### config.mk
export PLATFORM = sky130hd
export DESIGN_NAME = rs_pool
export DESIGN_NICKNAME = d
export VERILOG_FILES = /design/src/rtl/rs_pool.sv
export SDC_FILE = /design/constraint.sdc
export NUM_CORES = 1
export LEC_CHECK = 0
export ABC_AREA = 1
export CAP_MARGIN = 20
export CORE_UTILIZATION = 51
export DETAILED_ROUTE_END_ITERATION = 8
export PLACE_DENSITY = 0.77
export SLEW_MARGIN = 20
export SYNTH_ARGS = -nofsm -noshare
export SYNTH_HDL_FRONTEND = slang
export SYNTH_SLANG_ARGS = --single-unit
### constraint.sdc
create_clock -name clk -period 5.9 [get_ports clk]
set_clock_uncertainty 0.05 [all_clocks]
set_input_delay 0.885 -clock clk [delete_from_list [all_inputs] [get_ports clk]]
set_output_delay 0.885 -clock clk [all_outputs]
set_load 0.02 [all_outputs]
### src/rtl/rs_pool.sv
// rs_pool: reservation-station entry pool.
//
// Holds up to DEPTH ops that wait for their two source operands. Sources that
// are not ready at issue carry a producer tag and capture the value from the
// result broadcast bus when the tag matches. Entries whose sources are both
// ready are dispatched oldest-first; a DEPTH x DEPTH age matrix gives the order.
//
// Ports:
//   clk, rst             clock (rising edge), asynchronous active-high reset
//   flush_i              synchronous clear of every entry
//   issue_*              allocate one entry: payload plus per-source rdy/tag/value
//   bcast_*              result broadcast (valid, producer tag, value)
//   busy_o, count_o      pool full flag, number of occupied entries
//   dispatch_*           presented entry (valid/ready handshake, payload, operands)
module rs_pool #(
    parameter int DATA_WIDTH    = 64,
    parameter int DEPTH         = 4,
    parameter int TAG_WIDTH     = 4,
    parameter int PAYLOAD_WIDTH = 32
) (
    input  logic                         clk,
    input  logic                         rst,
    input  logic                         flush_i,
    input  logic                         issue_en_i,
    input  logic [PAYLOAD_WIDTH-1:0]     issue_payload_i,
    input  logic                         issue_src1_rdy_i,
    input  logic                         issue_src2_rdy_i,
    input  logic [TAG_WIDTH-1:0]         issue_src1_tag_i,
    input  logic [TAG_WIDTH-1:0]         issue_src2_tag_i,
    input  logic [DATA_WIDTH-1:0]        issue_src1_val_i,
    input  logic [DATA_WIDTH-1:0]        issue_src2_val_i,
    input  logic                         bcast_valid_i,
    input  logic [TAG_WIDTH-1:0]         bcast_tag_i,
    input  logic [DATA_WIDTH-1:0]        bcast_value_i,
    output logic                         busy_o,
    output logic [$clog2(DEPTH+1)-1:0]   count_o,
    output logic                         dispatch_valid_o,
    input  logic                         dispatch_ready_i,
    output logic [PAYLOAD_WIDTH-1:0]     dispatch_payload_o,
    output logic [DATA_WIDTH-1:0]        dispatch_op1_o,
    output logic [DATA_WIDTH-1:0]        dispatch_op2_o
);

    localparam int CNT_W = $clog2(DEPTH+1);

    // Control state (reset): entry valid, per-source ready, age matrix.
    // age_q[i][j] = 1 means entry i was allocated before entry j.
    logic [DEPTH-1:0] vld_q;
    logic [DEPTH-1:0] rdy1_q;
    logic [DEPTH-1:0] rdy2_q;
    logic [DEPTH-1:0] age_q [DEPTH];

    // Data state (no reset): only observed through a valid entry.
    logic [PAYLOAD_WIDTH-1:0] payload_q [DEPTH];
    logic [TAG_WIDTH-1:0]     tag1_q    [DEPTH];
    logic [TAG_WIDTH-1:0]     tag2_q    [DEPTH];
    logic [DATA_WIDTH-1:0]    val1_q    [DEPTH];
    logic [DATA_WIDTH-1:0]    val2_q    [DEPTH];

    logic [DEPTH-1:0] vld_d;
    logic [DEPTH-1:0] rdy1_d;
    logic [DEPTH-1:0] rdy2_d;
    logic [DEPTH-1:0] age_d [DEPTH];

    logic [DEPTH-1:0] eligible;
    logic [DEPTH-1:0] sel_oh;
    logic [DEPTH-1:0] alloc_oh;
    logic [DEPTH-1:0] wake1;
    logic [DEPTH-1:0] wake2;
    logic             accept;
    logic             fire;
    logic             byp1;
    logic             byp2;

    // Occupancy and full flag, purely from registered valid bits.
    always_comb begin
        count_o = '0;
        for (int i = 0; i < DEPTH; i++) begin
            count_o = count_o + CNT_W'(vld_q[i]);
        end
    end

    assign busy_o = (count_o == CNT_W'(DEPTH));
    assign accept = issue_en_i && !busy_o;

    // Eligibility uses registered ready bits only, so a wakeup reaches
    // dispatch one cycle later and there is no bcast-to-dispatch path.
    assign eligible = vld_q & rdy1_q & rdy2_q;

    // Oldest eligible entry: no other eligible entry is older than it.
    always_comb begin
        sel_oh = '0;
        for (int i = 0; i < DEPTH; i++) begin
            logic older;
            older = 1'b0;
            for (int j = 0; j < DEPTH; j++) begin
                if (eligible[j] && age_q[j][i]) begin
                    older = 1'b1;
                end
            end
            sel_oh[i] = eligible[i] && !older;
        end
    end

    assign dispatch_valid_o = |eligible;
    assign fire             = dispatch_valid_o && dispatch_ready_i;

    // sel_oh is zero whenever nothing is valid (including during reset),
    // which forces the dispatch data outputs to zero.
    always_comb begin
        dispatch_payload_o = '0;
        dispatch_op1_o     = '0;
        dispatch_op2_o     = '0;
        for (int i = 0; i < DEPTH; i++) begin
            if (sel_oh[i]) begin
                dispatch_payload_o = payload_q[i];
                dispatch_op1_o     = val1_q[i];
                dispatch_op2_o     = val2_q[i];
            end
        end
    end

    // Lowest-index free entry, from registered state: an entry freed by a
    // dispatch this cycle becomes available next cycle.
    always_comb begin
        logic found;
        alloc_oh = '0;
        found    = 1'b0;
        for (int i = 0; i < DEPTH; i++) begin
            if (!vld_q[i] && !found) begin
                alloc_oh[i] = 1'b1;
                found       = 1'b1;
            end
        end
    end

    // Wakeup of waiting sources in valid entries; one broadcast may wake many.
    always_comb begin
        for (int i = 0; i < DEPTH; i++) begin
            wake1[i] = bcast_valid_i && vld_q[i] && !rdy1_q[i] && (tag1_q[i] == bcast_tag_i);
            wake2[i] = bcast_valid_i && vld_q[i] && !rdy2_q[i] && (tag2_q[i] == bcast_tag_i);
        end
    end

    // Same-cycle bypass for a source being issued not ready.
    assign byp1 = !issue_src1_rdy_i && bcast_valid_i && (issue_src1_tag_i == bcast_tag_i);
    assign byp2 = !issue_src2_rdy_i && bcast_valid_i && (issue_src2_tag_i == bcast_tag_i);

    // Control next state; flush overrides issue, wakeup and dispatch.
    always_comb begin
        vld_d  = vld_q;
        rdy1_d = rdy1_q | wake1;
        rdy2_d = rdy2_q | wake2;
        age_d  = age_q;
        if (fire) begin
            vld_d = vld_d & ~sel_oh;
        end
        if (accept) begin
            for (int i = 0; i < DEPTH; i++) begin
                if (alloc_oh[i]) begin
                    vld_d[i]  = 1'b1;
                    rdy1_d[i] = issue_src1_rdy_i || byp1;
                    rdy2_d[i] = issue_src2_rdy_i || byp2;
                    // New entry is younger than every other entry.
                    age_d[i]  = '0;
                    for (int j = 0; j < DEPTH; j++) begin
                        if (j != i) begin
                            age_d[j][i] = 1'b1;
                        end
                    end
                end
            end
        end
        if (flush_i) begin
            vld_d  = '0;
            rdy1_d = '0;
            rdy2_d = '0;
            for (int i = 0; i < DEPTH; i++) begin
                age_d[i] = '0;
            end
        end
    end

    always_ff @(posedge clk or posedge rst) begin
        if (rst) begin
            vld_q  <= '0;
            rdy1_q <= '0;
            rdy2_q <= '0;
            for (int i = 0; i < DEPTH; i++) begin
                age_q[i] <= '0;
            end
        end else begin
            vld_q  <= vld_d;
            rdy1_q <= rdy1_d;
            rdy2_q <= rdy2_d;
            age_q  <= age_d;
        end
    end

    // Entry data: written on allocation, operand values also on wakeup.
    // Allocation targets a free entry and wakeup only valid ones, so they
    // never hit the same entry in one cycle.
    always_ff @(posedge clk) begin
        for (int i = 0; i < DEPTH; i++) begin
            if (accept && alloc_oh[i]) begin
                payload_q[i] <= issue_payload_i;
                tag1_q[i]    <= issue_src1_tag_i;
                tag2_q[i]    <= issue_src2_tag_i;
                val1_q[i]    <= issue_src1_rdy_i ? issue_src1_val_i : bcast_value_i;
                val2_q[i]    <= issue_src2_rdy_i ? issue_src2_val_i : bcast_value_i;
            end else begin
                if (wake1[i]) begin
                    val1_q[i] <= bcast_value_i;
                end
                if (wake2[i]) begin
                    val2_q[i] <= bcast_value_i;
                end
            end
        end
    end

endmodule

==> results.cfg <==
[run_status]
outcome = finished clean

[floorplan]
die_y_um = 266
core_area_um2 = 68700
row_count = 96
initial_core_util_pct = 51.7
dieArea_um2 = 70700
die-width_um = 266
pin_count = 409

[finish]
final_common_cell = nand2_1
layout_common_cells = nand2_1, edfxtp_1, o21ai_0, clkdlybuf4s50_1, inv_1
nNetsFinal = 4440
final-seq-area_um2 = 20800
drive_gt1_share_pct = 6.86
final_area_um2 = 42400
multi_input_area_um2 = 12200
area_growth_syn_to_layout_pct = 19.4
stdcell_count = 5177
fillCellCount = 5570

[sta]
tightest_slew_ps = 1040
drv_slew = 0
tns_ps = 0
hold_viol_final = 0
rsz0062_at_grt = false
layout_min_cycle_time_ps = 4800
fin_crit_sh_pct = 81.3
setup_viol = 0
fmax_ghz = 0.209
slew_headroom_pct = 30.4

[grt]
grt_remaining_overflow = 0
grt_pass1_wl_mm = 153
track_usage_pct = 28.0
use_met2_pct = 46.7
grt_antenna_before_repair = 4
busiest_layer = met2
grt_use_met3_pct = 3.30
grt_max_degree = 129
grt_pass1_vias = 27300
grt_use_met1_pct = 37.1

[synthesis]
synth_seq_cells = 696
yosysTopAreaCell = edfxtp_1
syn_nets = 4185
syn_avg_cell_area_um2 = 9.02
ys_top_cells_by_area = edfxtp_1, nand2_1, o21ai_0, a21oi_1, inv_1
synthCells = 3936
yosys.area.top_type_share_pct = 56.9
yosys_warnings = 0
ys_seq_area_share_pct = 58.5
ys_types = 34
synth_area_um2 = 35500

[placed_design]
hpwl_mm = 59.6
dp.cells = 5047
post_dp_cell_area_um2 = 40000
place_congestion = 0.836
portBuffers = 408

[setup_path]
required_ps = 4970
end_kind = output pin
path_max_fanout = 56
startpoint_type = flop
worstSetupPathType = flop to output pin
critical_path_arrival_ps = 3860

[flow_run]
max_cap_violations = 0

[clock_tree]
clk_pin_slew_ps = 60
cts_sinks = 696
ctsHoldBuffers = 0
cts_buffers = 73
cts_tree = yes
postCtsSetupBuffers = 0
cts_buffer_depth = 3
root_buffer = clkbuf_16
clock_latency_ps = 610
cts_resized = 0
cts_max_level = 3

[drt]
route.detailed.drc = 0
via_count = 28800
vias_per_cell = 5.57
wire_per_inst_um = 19.3
firstDrtPassIters = 8
final_antenna_net_count = 0
wirelength_mm = 100
first_iter_violations = 2844

[min_path]
hp-class = flop to flop

[power]
peakVddDrop_v = 0.000166
power_density_nw_per_um2 = 264
p_leak_uw = 0.0175
p_total_uw = 11200
==> cell usage after synthesis <==
cell type	instances
nor2_4	3
o21bai_1	1
edfxtp_1	672
o22ai_1	4
nand2_1	1299
buf_1	10
inv_1	331
nand4_1	9
or2_1	5
o21ai_0	523
xnor2_1	9
buf_6	26
fa_1	1
o21ai_2	1
dfrtp_1	24
nand3b_1	2
nand2_2	2
a21oi_1	272
nand3_1	196
xor2_1	11
nand3_2	2
o21ai_1	62
nor2_1	103
clkbuf_4	1
and2_1	1
a21oi_2	119
buf_4	10
inv_2	6
o21a_1	1
clkinv_1	1
nor3_1	2
buf_2	112
clkbuf_1	111
ha_1	4
==> worst paths after layout <==
kind,slack (ps),start,end,cells past startpoint
worst max register to register,1650,vld_q[0],val2_q[1][34],10
min in group asynchronous,790,rst,age_q[2],2
worst min register to register,440,age_q[14],age_q[14],2
max in group asynchronous,4420,rst,age_q[13],2
worst min-delay path,440,age_q[14],age_q[14],2
worst max-delay path,1100,vld_q[1],dispatch_op1_o[55],12
==> where the power goes <==
| part | switching [µW] | total, µW | internal (µW) |
|---|---|---|---|
| logic | 579 | 921 | 343 |
| clock network | 1920 | 4510 | 2590 |
| registers | 54.8 | 5740 | 5680 |
| total | 2560 | 11200 | 8620 |
==> registers in the layout (all words and copies together) (netlist names) <==
signal     flops
tag2_q        16
payload_q    128
rdy2_q         4
vld_q          4
val2_q       256
tag1_q        16
val1_q       256
age_q         12
rdy1_q         4
==> through the flow <==
step                      hold WS, ps  util, %  setup WS, ps
after global routing              455     61.7           904
after detailed placement          420     58.3          1460
final                             443     61.7          1100
after global placement            412     58.3          1400
after CTS                         440     61.6          1090
after floorplan                   392        -           680
==> per-layer routing <==
layer / share of wire (%) / vias to the layer above / routed length [µm]
met2: 49 / 1427 / 49000
met4: 3.2 / 0 / 3230
li1: - / 13700 / -
met3: 8.4 / 203 / 8390
met1: 40 / 13500 / 39600
met5: 0 / - / 0
==> layout make-up <==
type                            instances  area share, %
Clock buffer                           90           4.56
Sequential cell                       696           49.0
Multi-Input combinational cell       2632           28.9
Timing Repair Buffer                  450           10.9
Clock inverter                         36          0.850
Antenna cell                            4         0.0236
Inverter                              338           2.99
Tap cell                              931           2.75
==> worst max-delay path: stages, from the launching register on <==
cell,delay (ps)
dfrtp_1,490
nand3_1,250
inv_2,70
nand2_1,70
nand2_1,80
nor2_4,670
buf_12,300
buf_12,310
a21oi_1,80
nand2_1,80
nand2_1,50
nand2_1,50
clkdlybuf4s50_1,640
==> kinds of logic after synthesis <==
group | Yosys count | share of synthesized area [%]
AND/OR/NAND/NOR | 1624 | 18.1
AO/OA/AOI/OAI | 983 | 15.2
flip-flops | 696 | 58.5
buffers and inverters | 608 | 7.49
XOR/XNOR | 20 | 0.494
adder cells (fa/ha/maj) | 5 | 0.197
No activity file was read; power rests on OpenSTA's default activity.
